==> config.mk <==
export PLATFORM = sky130hd
export DESIGN_NAME = aig_bench_sequencer
export DESIGN_NICKNAME = d
export VERILOG_FILES = /design/src/rtl/aig_bench_sequencer.sv
export SDC_FILE = /design/constraint.sdc
export NUM_CORES = 1
export LEC_CHECK = 0
export BUFFER_PORTS_ARGS = -buffer_cell sky130_fd_sc_hd__buf_2
export CORE_MARGIN = 4
export CORE_UTILIZATION = 46
export DETAILED_ROUTE_END_ITERATION = 12
export MAX_ROUTING_LAYER = met4
export PLACE_DENSITY_LB_ADDON = 0.1
export SLEW_MARGIN = 20
export SYNTH_ARGS = -nofsm -noshare
export SYNTH_HDL_FRONTEND = slang
export SYNTH_SLANG_ARGS = --single-unit
export TNS_END_PERCENT = 20
==> constraint.sdc <==
create_clock -name clk -period 7.3 [get_ports clk]
set_clock_uncertainty 0.2 [all_clocks]
set_input_delay 0.73 -clock clk [delete_from_list [all_inputs] [get_ports clk]]
set_output_delay 0.73 -clock clk [all_outputs]
set_load 0.005 [all_outputs]
==> src/rtl/aig_bench_sequencer.sv <==
// aig_bench_sequencer: drives counter/LFSR vectors into a benchmark netlist, MISR-compacts outputs, checks duplicate outputs
module aig_bench_sequencer #(
  parameter int IN_W   = 29,
  parameter int OUT_W  = 21,
  parameter int SIG_W  = 32,
  parameter int CNT_W  = 32,
  parameter int SETTLE = 2
) (
  input  logic             clk,
  input  logic             rst,
  input  logic             start,
  input  logic             mode,
  input  logic [IN_W-1:0]  seed,
  input  logic [CNT_W-1:0] num_patterns,
  output logic [IN_W-1:0]  x_o,
  input  logic [OUT_W-1:0] f_i,
  output logic             busy,
  output logic             done,
  output logic [SIG_W-1:0] signature,
  output logic [CNT_W-1:0] patterns_done,
  output logic             dup_mismatch,
  output logic [IN_W-1:0]  first_mismatch_vec
);
  typedef enum logic [2:0] {IDLE, APPLY, WAIT, CAPTURE, DONE} state_t;
  state_t state, state_n;
  logic             mode_q;
  logic [IN_W-1:0]  vec;
  logic [CNT_W-1:0] n_q;
  logic [7:0]       wcnt;
  logic [CNT_W-1:0] pd_n;
  logic             f_dup_bad;
  assign pd_n = patterns_done + CNT_W'(1);
  assign f_dup_bad = (f_i != '0) && !(&f_i);
  always_ff @(posedge clk)
    state <= rst ? IDLE : state_n;
  always_comb begin
    state_n = state == IDLE    ? (start ? (num_patterns == '0 ? DONE : APPLY) : IDLE) :
              state == APPLY   ? (SETTLE > 0 ? WAIT : CAPTURE) :
              state == WAIT    ? (wcnt == 8'(SETTLE - 1) ? CAPTURE : WAIT) :
              state == CAPTURE ? (pd_n == n_q ? DONE : APPLY) :
              IDLE;
  end
  always_comb begin
    busy = state == APPLY || state == WAIT || state == CAPTURE;
    done = state == DONE;
  end
  always_ff @(posedge clk) begin
    if (rst) begin
      x_o <= '0;
      signature <= '0;
      patterns_done <= '0;
      dup_mismatch <= 1'b0;
      first_mismatch_vec <= '0;
      mode_q <= 1'b0;
      vec <= '0;
      n_q <= '0;
      wcnt <= '0;
    end else if (state == IDLE && start) begin
      mode_q <= mode;
      vec <= (mode && seed == '0) ? IN_W'(1) : seed;
      n_q <= num_patterns;
      signature <= '0;
      patterns_done <= '0;
      dup_mismatch <= 1'b0;
      first_mismatch_vec <= '0;
    end else if (state == APPLY) begin
      x_o <= vec;
      wcnt <= '0;
    end else if (state == WAIT) begin
      wcnt <= wcnt + 8'd1;
    end else if (state == CAPTURE) begin
      signature <= {signature[SIG_W-2:0], 1'b0} ^ (signature[SIG_W-1] ? SIG_W'(32'h04C11DB7) : '0) ^ SIG_W'(f_i);
      patterns_done <= pd_n;
      if (f_dup_bad && !dup_mismatch) begin
        dup_mismatch <= 1'b1;
        first_mismatch_vec <= x_o;
      end
      vec <= mode_q ? {x_o[IN_W-2:0], x_o[IN_W-1] ^ x_o[IN_W-3]} : x_o + IN_W'(1);
    end
  end
endmodule

==> summary.md <==
| Metric | Value |
|---|---|
| Status | `completed` |
| PnR Total Power | `2.47 mW` |
| Dpl ws | `4150 ps` |
| Remaining antenna violation count | `0` |
| Fill count | `2,114` |
| Post-Synth Adder-Cell Area | `0.501%` |
| Post-synth top flop | `dfxtp_1` |
| Asr flop ratio synth | `0%` |
| Setup Viol. Count Final | `0` |
| Clk buf depth | `2` |
| CP endpoint | `state[2]$_SDFF_PP0_` |
| Clock sink count | `196` |
| Final hold violations | `0` |
| Grt peak-use layer | `met2` |
| Compound-gate portion of the synthesized area | `15.8%` |
| Nets | `1,502` |
| Post-Syn Nets | `1,356` |
| Register-to-register setup slack | `approximately 4200 ps` |
| Worst-Margin Slew | `905 ps` |
| DIE AREA | `24,200 um2` |
| M1 GR Usage | `32.3%` |
| P_leak | `4.58 nW` |
| GR Util met3 | `4.67%` |
| Main combinational cell family by area after synthesis | `simple AND/OR/NAND/NOR gates` |
| Worst Setup Path Type | `reg2reg` |
| Class of the worst hold path | `reg2reg` |
| Post-synthesis mux area share | `3.43%` |
| Worst Setup Start Kind | `flop` |
| Worst setup margin | `4160 ps` |
| R2R depth | `8` |
| Peak supply drop | `~0.00015 V` |
| PD cells | `212 nW/um2` |
| Sequential element share of the synthesized area | `between 30 and 40%` |
| Tot GR Track Use | `24.8%` |
| Largest net degree at the start of global routing | `95` |
| Fmax | `0.319 GHz` |
| P&R area growth vs syn | `16.6%` |
| DR vias | `about 9,500` |
| Worst reg2reg startpoint | `patterns_done[0]$_SDFFE_PP0P_` |
| Mapped Area | `10000 um2` |
| Share of cells above drive strength 1 | `19.5%` |
| CP startpoint | `patterns_done[0]$_SDFFE_PP0P_` |
| Critical Path End Type | `flop` |
| IO Count | `211` |
| DRC viols | `0` |
| Relative slew slack | `39.6%` |
| Clk slew on worst S/H paths | `80 ps` |
| Vias in the first global route | `roughly 8,800` |
| Core area | `21,200 um2` |
| Port buffer count | `210` |
| Num CTS Buffers | `17` |
| CP arrival | `3300 ps` |
| #FFs+latches synth | `196` |
| Number of synthesized flops with an enable pin | `0` |
| Total grt overflow | `0` |
| Global-route wire length before repair | `47,500 um` |
| Worst-path maximum fanout | `9` |
| DR iter-0 viols | `672` |
| WP data required | `7460 ps` |
| Max-cap violations | `0` |
| Resized Gates After CTS | `0` |
| DP Wirelength | `21,000 um` |
| Warnings, synthesis | `0` |
| Root Buffer | `clkbuf_16` |
| Row count | `53` |
| Routed len/inst | `17.4 um` |
| Final worst-path cycle share | `42.9%` |
| GPL Wtd Cong | `between 0.9 and 1` |
| Final TNS setup | `0 ps` |
| Die Wd | `about 160 um` |
| Post-Synth XOR/XNOR Area | `9.37%` |
| Worst hold margin | `251 ps` |
| Post-CTS setup buffers | `0` |
| WL final | `29,600 um` |
| CTS H-Tree Depth | `4` |
| Initial core utilization | `47.1%` |
| Worst r2r dst | `state[2]$_SDFF_PP0_` |
| Initial antenna violation count | `0` |
| Via/cell ratio | `5.60` |
| M2 GR Usage | `40.0%` |
| Clock insertion delay at the later pin of the skew report | `440 ps` |
| Fin crit period | `approximately 3100 ps` |
| Simple-gate share of the synthesized area | `26.6%` |
| Library cells used by synthesis | `70` |
| Cells after Synth | `1,266` |
| Syn_area_per_cell | `between 7 and 8 um2` |
| CTS tree | `done` |
| Final Max Slew Viols | `0` |
| First-pass DRT Iterations | `4` |
| Die height | `155 um` |
| RSZ-0062 raised after global routing | `no` |
| Hold bufs inserted after CTS | `0` |
==> state kept, by name (all words and copies together) (netlist names) <==
| name | cells |
|---|---|
| first_mismatch_vec | 29 |
| state | 3 |
| x_o | 29 |
| wcnt | 8 |
| vec | 29 |
| dup_mismatch | 1 |
| patterns_done | 32 |
| signature | 32 |
| mode_q | 1 |
| n_q | 32 |
==> cells by family after synthesis <==
family	after synthesis
muxes	34
adders and majority gates	4
DFF	196
and+or+nand+nor	563
xor gates and xnor gates	107
buffers and inverters	106
AOI/OAI and AO/OA	256
==> synth_stat cells (3+ instances only) <==
cell | count | area, um2
nand2b_1 | 5 | 31.3
or4_1 | 4 | 30.0
mux2i_1 | 32 | 320
clkbuf_2 | 4 | 20.0
dfxtp_1 | 196 | 3920
clkbuf_1 | 61 | 229
a311oi_1 | 8 | 70.1
a21o_1 | 5 | 37.5
a31oi_1 | 4 | 25.0
o21ai_0 | 32 | 160
buf_4 | 5 | 37.5
xnor2_1 | 73 | 639
a211oi_1 | 28 | 210
nor4b_1 | 5 | 43.8
a211o_1 | 6 | 52.6
clkbuf_8 | 6 | 82.6
o211ai_1 | 13 | 97.6
nor2b_1 | 4 | 25.0
nor3b_1 | 4 | 30.0
or3_1 | 13 | 81.3
and3_1 | 13 | 81.3
nor2_1 | 134 | 503
inv_1 | 11 | 41.3
and2_1 | 4 | 25.0
a21oi_1 | 126 | 631
o22ai_1 | 6 | 37.5
buf_1 | 7 | 26.3
a221oi_1 | 3 | 26.3
xor2_1 | 34 | 298
o221ai_1 | 3 | 26.3
nand2_1 | 224 | 841
nor3_1 | 29 | 145
nand4_1 | 35 | 219
nand3_1 | 35 | 175
nor4_1 | 30 | 188
and4_1 | 12 | 105
ha_1 | 4 | 50.1
buf_2 | 9 | 45.0
==> metal layers <==
| layer | vias to the layer above | part of all wire [%] |
|---|---|---|
| li1 | 4750 | - |
| met5 | - | 0 |
| met1 | 4462 | 44 |
| met2 | 284 | 48 |
| met4 | 0 | 1.4 |
| met3 | 34 | 6.3 |
==> cells in the final DEF, fill, tap and decap left out, drive strengths merged, types with 3 or more instances in the layout <==
| cell | synthesis | layout |
|---|---|---|
| a211o | 7 | 7 |
| a211oi | 29 | 29 |
| a21o | 5 | 5 |
| a21oi | 126 | 126 |
| a221oi | 3 | 3 |
| a311oi | 8 | 8 |
| a31oi | 4 | 4 |
| and2 | 4 | 4 |
| and3 | 13 | 13 |
| and4 | 13 | 13 |
| buf | 22 | 221 |
| clkbuf | 71 | 19 |
| clkinv | 1 | 5 |
| dfxtp | 196 | 196 |
| ha | 4 | 4 |
| inv | 11 | 17 |
| mux2i | 32 | 32 |
| nand2 | 224 | 224 |
| nand2b | 5 | 5 |
| nand3 | 36 | 36 |
| nand4 | 38 | 38 |
| nor2 | 134 | 134 |
| nor2b | 4 | 4 |
| nor3 | 30 | 30 |
| nor3b | 4 | 4 |
| nor4 | 32 | 32 |
| nor4b | 5 | 5 |
| o211ai | 13 | 13 |
| o21ai | 32 | 32 |
| o221ai | 3 | 3 |
| o22ai | 6 | 6 |
| or3 | 14 | 14 |
| or4 | 4 | 4 |
| xnor2 | 73 | 73 |
| xor2 | 34 | 34 |
==> area by class of cell <==
type                       instances  area [um2]  share of cell area, %
multi-input combinational        964        5590                   48.0
sequential                       196        3930                   33.7
timing repair buffer             221        1160                   9.92
clock buffer                      19         453                   3.88
tap                              275         344                   2.95
clock inverter                    13         139                   1.19
inverter                          12        45.0                  0.386
antenna                            2        5.00                 0.0429
==> stage by stage <==
step,std cells,util [%],area [um2]
finish,1702,54.9,11700
global placement,1667,52.0,11000
floorplan,1266,-,10000
global route,1700,54.9,11700
CTS,1699,54.8,11600
detailed placement,1667,52.0,11000
==> power by group <==
group / total (mW) / switching, mW / internal (mW)
combinational: 0.343 / 0.213 / 0.130
sequential: 1.17 / 0.0529 / 1.12
clock: 0.951 / 0.450 / 0.501
total: 2.47 / 0.717 / 1.75
==> critical path, stage by stage (launching register included) <==
cell,delay (ps)
dfxtp_1,510
ha_1,300
nand3_1,270
nor4_1,610
o32ai_1,200
a211o_2,310
nor4_1,320
nand4_1,170
a21oi_1,180
==> worst min path at each step <==
| stage | cells after the start | slack [ps] | to | start |
|---|---|---|---|---|
| global route | 2 | 270 | x_o[4]$_SDFFE_PP0P_ | vec[4]$_SDFFE_PP0P_ |
| CTS | 2 | 250 | x_o[16]$_SDFFE_PP0P_ | vec[16]$_SDFFE_PP0P_ |
| global placement | 2 | 240 | x_o[28]$_SDFFE_PP0P_ | vec[28]$_SDFFE_PP0P_ |
| finish | 2 | 250 | x_o[16]$_SDFFE_PP0P_ | vec[16]$_SDFFE_PP0P_ |
| detailed placement | 2 | 240 | x_o[3]$_SDFFE_PP0P_ | vec[3]$_SDFFE_PP0P_ |
| floorplan | 2 | 230 | x_o[0]$_SDFFE_PP0P_ | vec[0]$_SDFFE_PP0P_ |
Power figures use the tool's default switching activity.
